### config.mk
export PLATFORM = sky130hd
export DESIGN_NAME = cpu_fetch
export DESIGN_NICKNAME = d
export VERILOG_FILES = /design/src/rtl/cpu_fetch.sv
export SDC_FILE = /design/constraint.sdc
export NUM_CORES = 1
export LEC_CHECK = 0
export BUFFER_PORTS_ARGS = -buffer_cell sky130_fd_sc_hd__clkbuf_2
export CAP_MARGIN = 5
export CORE_UTILIZATION = 60
export CTS_BUF_LIST = sky130_fd_sc_hd__clkbuf_4
export DETAILED_ROUTE_END_ITERATION = 7
export HOLD_SLACK_MARGIN = 0.03
export PLACE_DENSITY = 0.8
export SLEW_MARGIN = 20
export SYNTH_ARGS = -nofsm -noshare
export SYNTH_HDL_FRONTEND = slang
export SYNTH_SLANG_ARGS = --single-unit
### constraint.sdc
create_clock -name clk -period 3.85 [get_ports clk]
set_clock_uncertainty 0.1 [all_clocks]
set_input_delay 0.385 -clock clk [delete_from_list [all_inputs] [get_ports clk]]
set_output_delay 0.385 -clock clk [all_outputs]
set_load 0.01 [all_outputs]
### src/rtl/cpu_fetch.sv
// Instruction fetch stage: drives the fetch side of the memory controller,
// buffers returned words in a small prefetch queue and hands them to decode
// over a valid/ready handshake. Supports branch redirect with queue flush.
module cpu_fetch #(
  parameter int unsigned DEPTH    = 4,
  parameter logic [23:0] RESET_PC = 24'h000000
) (
  input  logic        clk,
  input  logic        rst_n,
  output logic        fetch_en,
  output logic [23:0] fetch_addr,
  output logic        fetch_re,
  input  logic [15:0] dataRead,
  input  logic        needWait,
  input  logic        mem_req,
  input  logic        redirect,
  input  logic [23:0] redirect_pc,
  output logic        instr_valid,
  output logic [15:0] instr,
  output logic [23:0] instr_pc,
  input  logic        instr_ready
);

  localparam int unsigned AW = $clog2(DEPTH);
  localparam logic [AW:0] FULL = (AW + 1)'(DEPTH);

  typedef enum logic [1:0] {
    S_FETCH,
    S_WAIT,
    S_DISCARD
  } state_t;

  state_t      state, state_next;
  logic [23:0] pc, pc_next;
  logic [23:0] hold_addr, hold_next;
  logic        start;
  logic        push;
  logic        pop;

  logic [15:0] q_data [DEPTH];
  logic [23:0] q_pc   [DEPTH];
  logic [AW-1:0] wr_ptr, rd_ptr;
  logic [AW:0]   count;

  // New accesses may only begin from FETCH; the rst_n term keeps the bus
  // released while reset is held, independent of the other inputs.
  assign start = rst_n && (state == S_FETCH) && !mem_req && !redirect && (count < FULL);

  assign fetch_re    = fetch_en;
  assign instr_valid = (count != '0);
  assign instr       = q_data[rd_ptr];
  assign instr_pc    = q_pc[rd_ptr];
  assign pop         = instr_valid && instr_ready && !redirect;

  // Next-state, bus outputs and queue push decision.
  always_comb begin
    state_next = state;
    pc_next    = pc;
    hold_next  = hold_addr;
    fetch_en   = 1'b0;
    fetch_addr = pc;
    push       = 1'b0;
    case (state)
      S_FETCH: begin
        fetch_en = start;
        if (redirect) begin
          pc_next = redirect_pc;
        end else if (start) begin
          if (needWait) begin
            state_next = S_WAIT;
          end else begin
            push    = 1'b1;
            pc_next = pc + 24'd1;
          end
        end
      end
      S_WAIT: begin
        fetch_en = 1'b1;
        if (redirect) begin
          pc_next = redirect_pc;
          if (needWait) begin
            // pc is about to change, so keep the in-flight address separately
            hold_next  = pc;
            state_next = S_DISCARD;
          end else begin
            state_next = S_FETCH;
          end
        end else if (!needWait) begin
          push       = 1'b1;
          pc_next    = pc + 24'd1;
          state_next = S_FETCH;
        end
      end
      S_DISCARD: begin
        fetch_en   = 1'b1;
        fetch_addr = hold_addr;
        if (redirect) pc_next = redirect_pc;
        if (!needWait) state_next = S_FETCH;
      end
      default: state_next = S_FETCH;
    endcase
  end

  // Control state, pc and queue pointers.
  always_ff @(posedge clk or negedge rst_n) begin
    if (!rst_n) begin
      state     <= S_FETCH;
      pc        <= RESET_PC;
      hold_addr <= '0;
      wr_ptr    <= '0;
      rd_ptr    <= '0;
      count     <= '0;
    end else begin
      state     <= state_next;
      pc        <= pc_next;
      hold_addr <= hold_next;
      if (redirect) begin
        wr_ptr <= '0;
        rd_ptr <= '0;
        count  <= '0;
      end else begin
        if (push) wr_ptr <= wr_ptr + 1'b1;
        if (pop)  rd_ptr <= rd_ptr + 1'b1;
        case ({push, pop})
          2'b10:   count <= count + 1'b1;
          2'b01:   count <= count - 1'b1;
          default: count <= count;
        endcase
      end
    end
  end

  // Queue storage; contents are don't-care until written.
  always_ff @(posedge clk) begin
    if (push) begin
      q_data[wr_ptr] <= dataRead;
      q_pc[wr_ptr]   <= fetch_addr;
    end
  end

endmodule

==> results.txt <==
Syn. warnings - 0
Most common cell after layout, fill and taps aside - edfxtp_1
Slew @ Worst Pin - 1.078 ns
Hold path depth - 3
Post-CTS sizing - 0
Startpoint Class - flip-flop
Worst-path clk slew - 0.06 ns
Routed length per instance - 19.64 um
WP data arrival - 2.77 ns
Drt drc - 11
Via count - 5,800
DP HPWL - 12,160 um
Hold Violations, Final - 0
Synth Register Bits - 217
Initial antenna violation count - 0
Syn nets - 622
First-pass GRT wire length - 30,970 um
Worst r2r src - state[1]
Fillers - 913
Delay-heaviest family, CP - buffers and inverters
Die width - 125.3 um
Max Fclk - 307.0 MHz
Sequential area share after synthesis - 68.26%
Failing checks - DRC
Worst reg2reg path depth - 6
Port bufs - 112
CORE AREA - 14,700 um2
Grt total ovfl - 0
Syn Area/Cell - 16.13 um2
Final critical-path required period - 3.257 ns
Total Power - 7.614 mW
Routed wire length - 19,230 um
Iter 0 DRT Violations - 465
# setup viols final - 0
N_diodes - 0
Hold Buf Count CTS - 43
Final nets - 811
VDD IR max - 387.2 uV
H-Tree Depth - 2
Area of the multi-input gates - 2723 um2
Clock Latency Late Sink - 0.64 ns
Vias in the first global route - 5,972
Critical Path End Type - output port
Asr flop ratio synth - 26.27%
Drt via density - 5.924
CP Buf/Inv Count - 3
Max Slew Vio Count - 0
Die height - 125.3 um
Placed Instance Area - 9917 um2
Layout cells sized above 1 - 39.12%
Sequential cell area - 6233 um2
Pwr Density - 690.9 nW/um2
Number of flops mapped to enable cells by yosys - 160
Fin area - 11,020 um2
Setup TNS - 0 ns
RSZ-0062 raised after global routing - no
Drt pass-1 iters - 8
Placer Congestion - 0.8598
CTS Root Cell - clkbuf_4
CTS Buf Count - 52
CTS tree - done
Max-Cap Viols - 0
Area Growth Syn to Fin - 20.72%
Worst path max stage delay - 0.59 ns
Status - finished with violations
Synthesized area - 9129 um2
Sink Count - 217
Initial core utilization - 62.10%
Number of cells on the critical path - 6
Critical-path top delay cell - ha_1
Buffers from clock root to sink, at most - 3
Max_slew headroom - 28.11%
Ordered cell list for the critical path - inv_1, ha_1, buf_4, nand2_1, o21ai_0, clkbuf_2
Largest net degree at the start of global routing - 58
# rows - 44
Num ports - 113
Crit path max fanout - 18
Critical Path RT - 3.37 ns
Post-CTS Setup Bufs - 0
CP Class - reg2out
P_leak - 4.119 nW
Post-Synthesis Cells - 566
DIE AREA - 15,710 um2
Gr usage total - 25.91%
Ys flop type - edfxtp_1
Most frequent cells in the layout - edfxtp_1 (160), clkbuf_2 (112), clkbuf_4 (85), dfrtp_1 (55)
CP startpoint - state[0]
Type of the worst min-delay path - in2reg
Worst Min Path Start - redirect_pc[22]
Library cells used by synthesis - 48
Final ANT Viol Nets - 0
Fin crit share - 84.60%
-- area by class of cell --
class                   instances  area share [%]
flip-flops and latches        217           56.56
multi-input cells             302           24.70
repair buffers                170           10.13
clock buffers                  85           5.790
well taps                     184           2.089
inverters                      12          0.4087
clock inverters                 9          0.3179
-- per-layer routing --
metal / up-vias / global-route usage [%] / wire length, um
met5: - / 0 / 0
met4: 0 / 10.40 / 451
met3: 50 / 5.905 / 1285
li1: 2634 / - / -
met2: 264 / 42.00 / 9668
met1: 2852 / 34.47 / 7823
-- flip-flops by register name, summed over array words and instances (netlist names) --
signal,cells
pc,24
q_data,64
state,2
count,3
q_pc,96
hold_addr,24
rd_ptr,2
wr_ptr,2
-- where the power goes --
group          internal [mW]  switching (mW)
Sequential              3.07           0.409
Clock                  0.993           0.855
Combinational           1.05            1.24
Total                   5.11            2.50
-- final timing paths --
kind                            slack (ns)       endpoint
worst max-delay path                  0.59  fetch_addr[2]
worst min-delay path                  0.08         pc[22]
worst max register to register        1.18     q_pc[2][7]
worst min register to register        0.38   hold_addr[2]
max in group asynchronous             2.74      rd_ptr[1]
min in group asynchronous             0.37      wr_ptr[0]
-- worst reg2reg max path: stages, from the launching register on --
cell,delay (ns)
dfrtp_1,0.43
inv_1,0.13
ha_1,0.25
nor3b_1,0.21
a41o_1,0.35
and2_2,0.50
buf_4,0.36
-- stage by stage --
stage	setup WS [ns]	utilization, %	hold WS, ns	instances
after floorplan	1.056	-	-0.01059	566
after global placement	1.271	67.47	0.3628	842
after detailed placement	1.220	67.47	0.3724	842
after CTS	0.5567	74.97	0.03490	979
after global routing	0.4269	74.97	0.06727	979
final	0.5928	74.97	0.08365	979
-- cells by family after synthesis --
logic type,synth area share [%]
AO/OA/AOI/OAI,5.798
XOR/XNOR,0.3838
adder cells (fa/ha/maj),1.453
buffers and inverters,2.001
flip-flops,68.26
multiplexers,15.39
AND/OR/NAND/NOR,6.716
-- synth_stat cells (3+ instances only) --
master       n  area, um2
a211oi_1     3      22.52
a21oi_1     25      125.1
a2bb2oi_1    6      52.55
and2_1       5      31.28
and3_1       3      18.77
buf_1       14      52.55
clkbuf_1    18      67.56
dfrtp_1     57       1426
edfxtp_1   160       4805
ha_1         9      112.6
inv_1       12      45.04
mux2_2      43      484.2
mux4_2      40      900.9
nand2_1     29      108.9
nand3_1     18      90.09
nand4_1      6      37.54
nor2_1      19      71.32
nor3_1      14      70.07
nor3b_1      3      22.52
nor4_1       7      43.79
o21ai_0     26      130.1
o22ai_1      6      37.54
o31ai_1      5      37.54
or2_2        3      18.77
(Power assumes the default switching activity.)
